==> src/rtl/id_ex_stage_pkg.sv <==
// id_ex_stage_pkg: shared MIPS opcode constants, control-bundle layout and NOP encoding.
package id_ex_stage_pkg;

    localparam int CTRL_WIDTH = 10;

    localparam logic [5:0] OP_RTYPE = 6'd0;
    localparam logic [5:0] OP_BEQ   = 6'd4;
    localparam logic [5:0] OP_ORI   = 6'd13;
    localparam logic [5:0] OP_LW    = 6'd35;
    localparam logic [5:0] OP_SW    = 6'd43;

    // Bit positions inside the packed control bundle, MSB first.
    localparam int CTRL_REG_WRITE  = 9;
    localparam int CTRL_MEM_TO_REG = 8;
    localparam int CTRL_MEM_READ   = 7;
    localparam int CTRL_MEM_WRITE  = 6;
    localparam int CTRL_BRANCH     = 5;
    localparam int CTRL_ALU_SRC    = 4;
    localparam int CTRL_REG_DST    = 3;
    localparam int CTRL_ALU_OP_HI  = 2;
    localparam int CTRL_ALU_OP_LO  = 0;

    localparam logic [CTRL_WIDTH-1:0] CTRL_NOP = '0;

endpackage

==> src/rtl/id_ex_stage_hazard_detect.sv <==
// hazard_detect: combinational load-use detection and PC / IF-ID write enables.
module hazard_detect (
    input  logic       ex_valid,
    input  logic       ex_mem_read,
    input  logic [4:0] ex_rt,
    input  logic       id_valid,
    input  logic [4:0] id_rs,
    input  logic [4:0] id_rt,
    input  logic       stall_in,
    output logic       load_use_hazard,
    output logic       pc_write_en,
    output logic       if_id_write_en
);

    // rt is compared for every opcode; a spurious bubble is cheaper than a decode here.
    assign load_use_hazard = ex_valid & ex_mem_read & (ex_rt != 5'd0) & id_valid &
                             ((ex_rt == id_rs) | (ex_rt == id_rt));
    assign pc_write_en     = ~(load_use_hazard | stall_in);
    assign if_id_write_en  = pc_write_en;

endmodule

==> src/rtl/id_ex_stage.sv <==
// id_ex_stage: ID/EX pipeline register with load-use bubbling, downstream hold,
// branch flush and a saturating bubble counter.
module id_ex_stage
    import id_ex_stage_pkg::*;
#(
    parameter int DATA_W = 32,
    parameter int CTRL_W = CTRL_WIDTH,
    parameter int CNT_W  = 16
) (
    input  logic              clk,
    input  logic              rst,
    input  logic              stall_in,
    input  logic              flush_in,
    input  logic              id_valid,
    input  logic [5:0]        id_opcode,
    input  logic [5:0]        id_funct,
    input  logic [4:0]        id_rs,
    input  logic [4:0]        id_rt,
    input  logic [4:0]        id_rd,
    input  logic [4:0]        id_shamt,
    input  logic [DATA_W-1:0] id_rs_data,
    input  logic [DATA_W-1:0] id_rt_data,
    input  logic [DATA_W-1:0] id_ext_immed,
    input  logic [CTRL_W-1:0] id_ctrl,
    output logic              ex_valid,
    output logic [5:0]        ex_opcode,
    output logic [5:0]        ex_funct,
    output logic [4:0]        ex_rs,
    output logic [4:0]        ex_rt,
    output logic [4:0]        ex_rd,
    output logic [4:0]        ex_shamt,
    output logic [DATA_W-1:0] ex_rs_data,
    output logic [DATA_W-1:0] ex_rt_data,
    output logic [DATA_W-1:0] ex_ext_immed,
    output logic [CTRL_W-1:0] ex_ctrl,
    output logic              pc_write_en,
    output logic              if_id_write_en,
    output logic              load_use_hazard,
    output logic [CNT_W-1:0]  bubble_cnt
);

    logic bubble;

    hazard_detect u_hazard (
        .ex_valid        (ex_valid),
        .ex_mem_read     (ex_ctrl[CTRL_MEM_READ]),
        .ex_rt           (ex_rt),
        .id_valid        (id_valid),
        .id_rs           (id_rs),
        .id_rt           (id_rt),
        .stall_in        (stall_in),
        .load_use_hazard (load_use_hazard),
        .pc_write_en     (pc_write_en),
        .if_id_write_en  (if_id_write_en)
    );

    assign bubble = flush_in | load_use_hazard;

    // Bubbles zero every field, not just valid/ctrl, so waveforms read cleanly.
    always_ff @(posedge clk) begin
        if (rst || (!stall_in && bubble)) begin
            ex_valid     <= 1'b0;
            ex_opcode    <= '0;
            ex_funct     <= '0;
            ex_rs        <= '0;
            ex_rt        <= '0;
            ex_rd        <= '0;
            ex_shamt     <= '0;
            ex_rs_data   <= '0;
            ex_rt_data   <= '0;
            ex_ext_immed <= '0;
            ex_ctrl      <= CTRL_NOP;
        end else if (!stall_in) begin
            ex_valid     <= id_valid;
            ex_opcode    <= id_opcode;
            ex_funct     <= id_funct;
            ex_rs        <= id_rs;
            ex_rt        <= id_rt;
            ex_rd        <= id_rd;
            ex_shamt     <= id_shamt;
            ex_rs_data   <= id_rs_data;
            ex_rt_data   <= id_rt_data;
            ex_ext_immed <= id_ext_immed;
            ex_ctrl      <= id_ctrl;
        end
    end

    always_ff @(posedge clk) begin
        if (rst)
            bubble_cnt <= '0;
        else if (!stall_in && bubble && bubble_cnt != '1)
            bubble_cnt <= bubble_cnt + 1'b1;
    end

endmodule
==> config.mk <==
export PLATFORM = sky130hd
export DESIGN_NAME = id_ex_stage
export DESIGN_NICKNAME = d
export VERILOG_FILES = /design/src/rtl/id_ex_stage_pkg.sv /design/src/rtl/id_ex_stage_hazard_detect.sv /design/src/rtl/id_ex_stage.sv
export SDC_FILE = /design/constraint.sdc
export NUM_CORES = 1
export LEC_CHECK = 0
export ABC_AREA = 1
export CORE_UTILIZATION = 45
export CTS_CLUSTER_SIZE = 12
export DETAILED_ROUTE_END_ITERATION = 16
export PLACE_DENSITY_LB_ADDON = 0.05
export REMOVE_ABC_BUFFERS = 1
export SLEW_MARGIN = 20
export SYNTH_ARGS = -nofsm -noshare
export SYNTH_HDL_FRONTEND = slang
export SYNTH_SLANG_ARGS = --single-unit
==> constraint.sdc <==
create_clock -name clk -period 3.76 [get_ports clk]
set_input_delay 1.128 -clock clk [delete_from_list [all_inputs] [get_ports clk]]
set_output_delay 1.128 -clock clk [all_outputs]
set_load 0.005 [all_outputs]
Yosys cells after proc, flatten, opt, wreduce, memory -nomap -nowiden. Cells that the tools add are included. W data, S select, Z words.

Bits in writable memories: 0. Bits in registers: 155. ROM bits: 0. Bits in latches: 0. Output and inout port bits: 158. Memories kept: 0.

Add/sub/neg operators: 1. Reduce and logical (&&, ||, !) cells: 5. Div/mod/pow operators: 0. Order comparisons: 0. Shifts and indexed selects: 0. Multiplexer cells: 0. Equal/unequal tests: 3. Bitwise operators: 8. Multipliers: 0.

Operators by type and width (count): $add A16 B1 Y16 const B (1); $ne A16 B16 Y1 const B (1); $eq A5 B5 Y1 (2); $reduce_bool A5 Y1 (1); $and A1 B1 Y1 (4); $or A1 B1 Y1 (3); $logic_and A1 B1 Y1 (2); $logic_not A1 Y1 (1); $logic_or A1 B1 Y1 (1); $not A1 Y1 (1).

Depth between registers and ports, before layout.
Depth after elaboration: 7. Gate-level depth with buffers: 14. Mapped depth without buffers: 13.

Modules after synthesis. From an unflattened synthesis, not the netlist that was laid out.

Cells, all modules: 812. Area, all modules: 5901.9 sq um.

By module, submodules not included: id_ex_stage (sequential area each 3103.0 sq um, instances 1, cells an instance 758, area an instance 5666.7 sq um); hazard_detect (sequential area each 0.0 sq um, instances 1, cells an instance 54, area an instance 235.2 sq um).

Least setup slack after synthesis. No wires, ideal clock.

Kind: input to output. Start point: input stall_in. End point: output pc_write_en. Data required time: 2.632 ns. Setup slack: 0.784 ns. Arrival time: 1.848 ns. Buffers on the path: 3. Stages: 4. Path through: clkbuf_1 -> clkbuf_1 -> nor2_1 -> buf_4.

Word-level cells in the longest chain between the ends: 2.

Ends and longest elaborated chain: start: declaration (line id_ex_stage.sv:12) `input logic stall_in,`; $or A1 B1 Y1 (line id_ex_stage_hazard_detect.sv:18) `assign pc_write_en = ~(load_use_hazard | stall_in);`; $not A1 Y1 (line id_ex_stage_hazard_detect.sv:18); end: declaration (line id_ex_stage.sv:36) `output logic pc_write_en,`.

No other way between the ends.

Worst setup path after layout.
Start point: input id_rs[1]. End point: output pc_write_en.

Word-level cells in the longest chain between the ends: 5.

Ends and longest elaborated chain: start: declaration (line id_ex_stage.sv:17) `input logic [4:0] id_rs,`; $eq A5 B5 Y1 (line id_ex_stage_hazard_detect.sv:17) `((ex_rt == id_rs) | (ex_rt == id_rt));`; $or A1 B1 Y1 (line id_ex_stage_hazard_detect.sv:17); $and A1 B1 Y1 (line id_ex_stage_hazard_detect.sv:16) `assign load_use_hazard = ex_valid & ex_mem_read & (ex_rt != 5'd0) & id_valid &`; $or A1 B1 Y1 (line id_ex_stage_hazard_detect.sv:18); $not A1 Y1 (line id_ex_stage_hazard_detect.sv:18).

No other way between the ends.

==> flow_summary.json <==
{
  "reg2reg_depth": 13,
  "hold_path_end": "ex_shamt[3]",
  "slowest_stage": "clkdlybuf4s50_1",
  "netlist_instances": 862,
  "rr_endpoint": "ex_ctrl[2]",
  "core_area_um2": 14100,
  "die_h_um": 123,
  "cp-start-kind": "primary input",
  "cts_hold_buf": 0,
  "synth.avg_cell_area_um2": 7.63,
  "layout_common_cells": "nand2_1 (347), clkdlybuf4s50_1 (296), dfxtp_1 (155)",
  "worstPathCellList": "clkdlybuf4s50_1 > inv_1 > nand2_1 > nand2_1 > nor2_1 > nand3_1 > nand2_1 > nand2_2 > inv_2 > nor2_2 > dlygate4sd2_1",
  "fin_crit_ns": 3.59,
  "grt_pass1_wl_um": 29100,
  "crit_type": "in -> out",
  "syn2layout_area_growth_pct": 54.6,
  "cts.clk_slew.worst_paths_ns": 0.06,
  "whs_ns": 0.463,
  "rrSetupSlack_ns": 1.69,
  "antenna_cells": 0,
  "ir_drop_mv": 0.326,
  "r2r-start": "ex_rt[0]",
  "die_area_um2": 15100,
  "setup_viol": 0,
  "max_freq_ghz": 0.279,
  "initial_core_util_pct": 46.7,
  "vias": 6271,
  "grt_usage_pct": 25.2,
  "async_flop_share_pct": 0,
  "rsz0062_at_grt": "false",
  "cts_buffers": 17,
  "dr.first_iter.drc_count": 449,
  "post_drt_wl_per_cell_um": 14.3,
  "synth_ff_type": "dfxtp_1",
  "final_min_period_over_clock_period_pct": 95.4,
  "maxCapViolations": 0,
  "hp-start": "ex_shamt[3]",
  "first_global_vias": 5790,
  "hold_viol_final": 0,
  "final_common_cell": "nand2_1",
  "cts.sinks": 155,
  "pwr_density_cell_nw_per_um2": 390,
  "p_leak_uw": 0.00394,
  "grt_max_degree": 168,
  "required_ns": 2.63,
  "drt_wl_total_um": 19000,
  "antenna_found_initial": 0,
  "cp_max_fo": 2,
  "nets": 1284,
  "cts_buffer_depth": 2,
  "io_pins": 301,
  "yosysSeqAreaShare_pct": 47.2,
  "post_route_cells_drive_above_1_share_pct": 13.4,
  "place_hpwl_um": 13100,
  "finClkSkew_ns": 0.00601,
  "critPathArrivalTime_ns": 2.46,
  "htreeDepth": 4,
  "hold_path.class": "reg -> reg",
  "drt-vias-per-instance": 4.71,
  "die_x_um": 123,
  "firstDrtPassIters": 4,
  "power.total_uw": 3970,
  "crit_path_frequent_cell": "nand2_1",
  "tritoncts": "yes",
  "min_path_cells": 2,
  "synth_edf_count": 0,
  "grt_overflow": 0,
  "setup_tns_ns": 0,
  "rows": 43,
  "yosysWarnings": 0,
  "final_max_slew_viol_count": 0,
  "clock_latency_ns": 0.41,
  "final_antenna_net_count": 0,
  "cp_slowest_stage_delay_ns": 0.48,
  "drc": 0,
  "synth-seq-cells": 155,
  "worstSetupEndpointType": "primary output",
  "outcome": "complete, no violations",
  "worst_pin_slew_ns": 0.883,
  "final_util_pct": 72.2,
  "yosys.cell_types.count": 23,
  "io_buffer_count": 300,
  "cts-root-buf": "clkbuf_16",
  "relSlewSlack_pct": 41.2,
  "syn-cell-area_um2": 6580,
  "gp_congestion": 0.801
}
[registers in the layout, summed over array words and instances (netlist names)]
name	cells
ex_rd	5
ex_rs_data	32
ex_valid	1
ex_funct	6
ex_rt_data	32
ex_rt	5
ex_ctrl	10
bubble_cnt	16
ex_ext_immed	32
ex_opcode	6
ex_shamt	5
ex_rs	5
[worst max-delay path: cells and delay by family]
family / cells / cell delay [ns]
buffers and inverters: 4 / 0.85
AND/OR/NAND/NOR: 7 / 0.47
[routing by layer]
layer / wire [um] / GRT usage (%)
met4: 432 / 10.5
met1: 7910 / 28.9
met3: 1960 / 10.9
met5: 0 / 0
met2: 8710 / 40.8
[stage by stage]
step	setup slack, ns	std cells	instance area, um^2
6_report	0.175	1332	10200
5_1_grt	0.0440	1332	10200
4_1_cts	0.187	1332	10200
3_5_place_dp	-0.0926	1301	9600
3_3_place_gp	-0.0594	1301	9600
2_1_floorplan	-2.33	807	6220
[cells in the mapped netlist, types with 2 or more instances]
master    number  area share, %
a21oi_1       30            2.3
a21oi_2      100             13
buf_2          5           0.38
buf_4          5           0.57
buf_8         10            2.3
clkbuf_1      34            1.9
clkinv_1       3           0.17
dfxtp_1      155             47
inv_1         60            3.4
inv_2          4           0.23
nand2_1      348             20
nand2_2        2           0.19
nand3_1       20            1.5
nand4_1       19            1.8
nor2_1        47            2.7
nor3_1         3           0.23
o21ai_0        9           0.68
xnor2_1        3           0.40
[what timing repair did]
item | CTS | global route
resized for setup | 6 | 0
setup buffers | 0 | 0
setup endpoints to repair | 3 | 0
[final cells by class]
class | instances | area [um^2]
fill | 1171 | 3930
timing repair buffer | 314 | 3140
sequential | 155 | 3100
multi-input combinational | 585 | 2880
clock buffer | 25 | 505
inverter | 67 | 254
tap | 180 | 225
clock inverter | 6 | 61.3
[kinds of logic (layout without fill, tap and decap cells)]
| group | after synthesis | count (layout) | synth area share [%] |
|---|---|---|---|
| compound gates | 140 | 140 | 16.4 |
| xor+xnor | 3 | 3 | 0.399 |
| fa+ha+maj | 1 | 1 | 0.190 |
| buf+inv | 122 | 412 | 9.30 |
| flops | 155 | 155 | 47.2 |
| simple gates | 441 | 441 | 26.5 |
[where the power goes]
group	switching, uW	internal (uW)
combinational	251	332
sequential	41.4	1720
clock	633	993
total	925	3040
[worst max path at each step]
stage	end	cells after the start	from	slack, ns
after floorplan	ex_ctrl[0]	4	stall_in	-2.33
after global placement	pc_write_en	10	id_rt[0]	-0.06
after detailed placement	pc_write_en	10	id_rt[0]	-0.09
after CTS	pc_write_en	11	id_rs[4]	0.19
after global routing	pc_write_en	11	id_rs[4]	0.04
final	pc_write_en	11	id_rs[1]	0.17
Power figures use the tool's default switching activity.
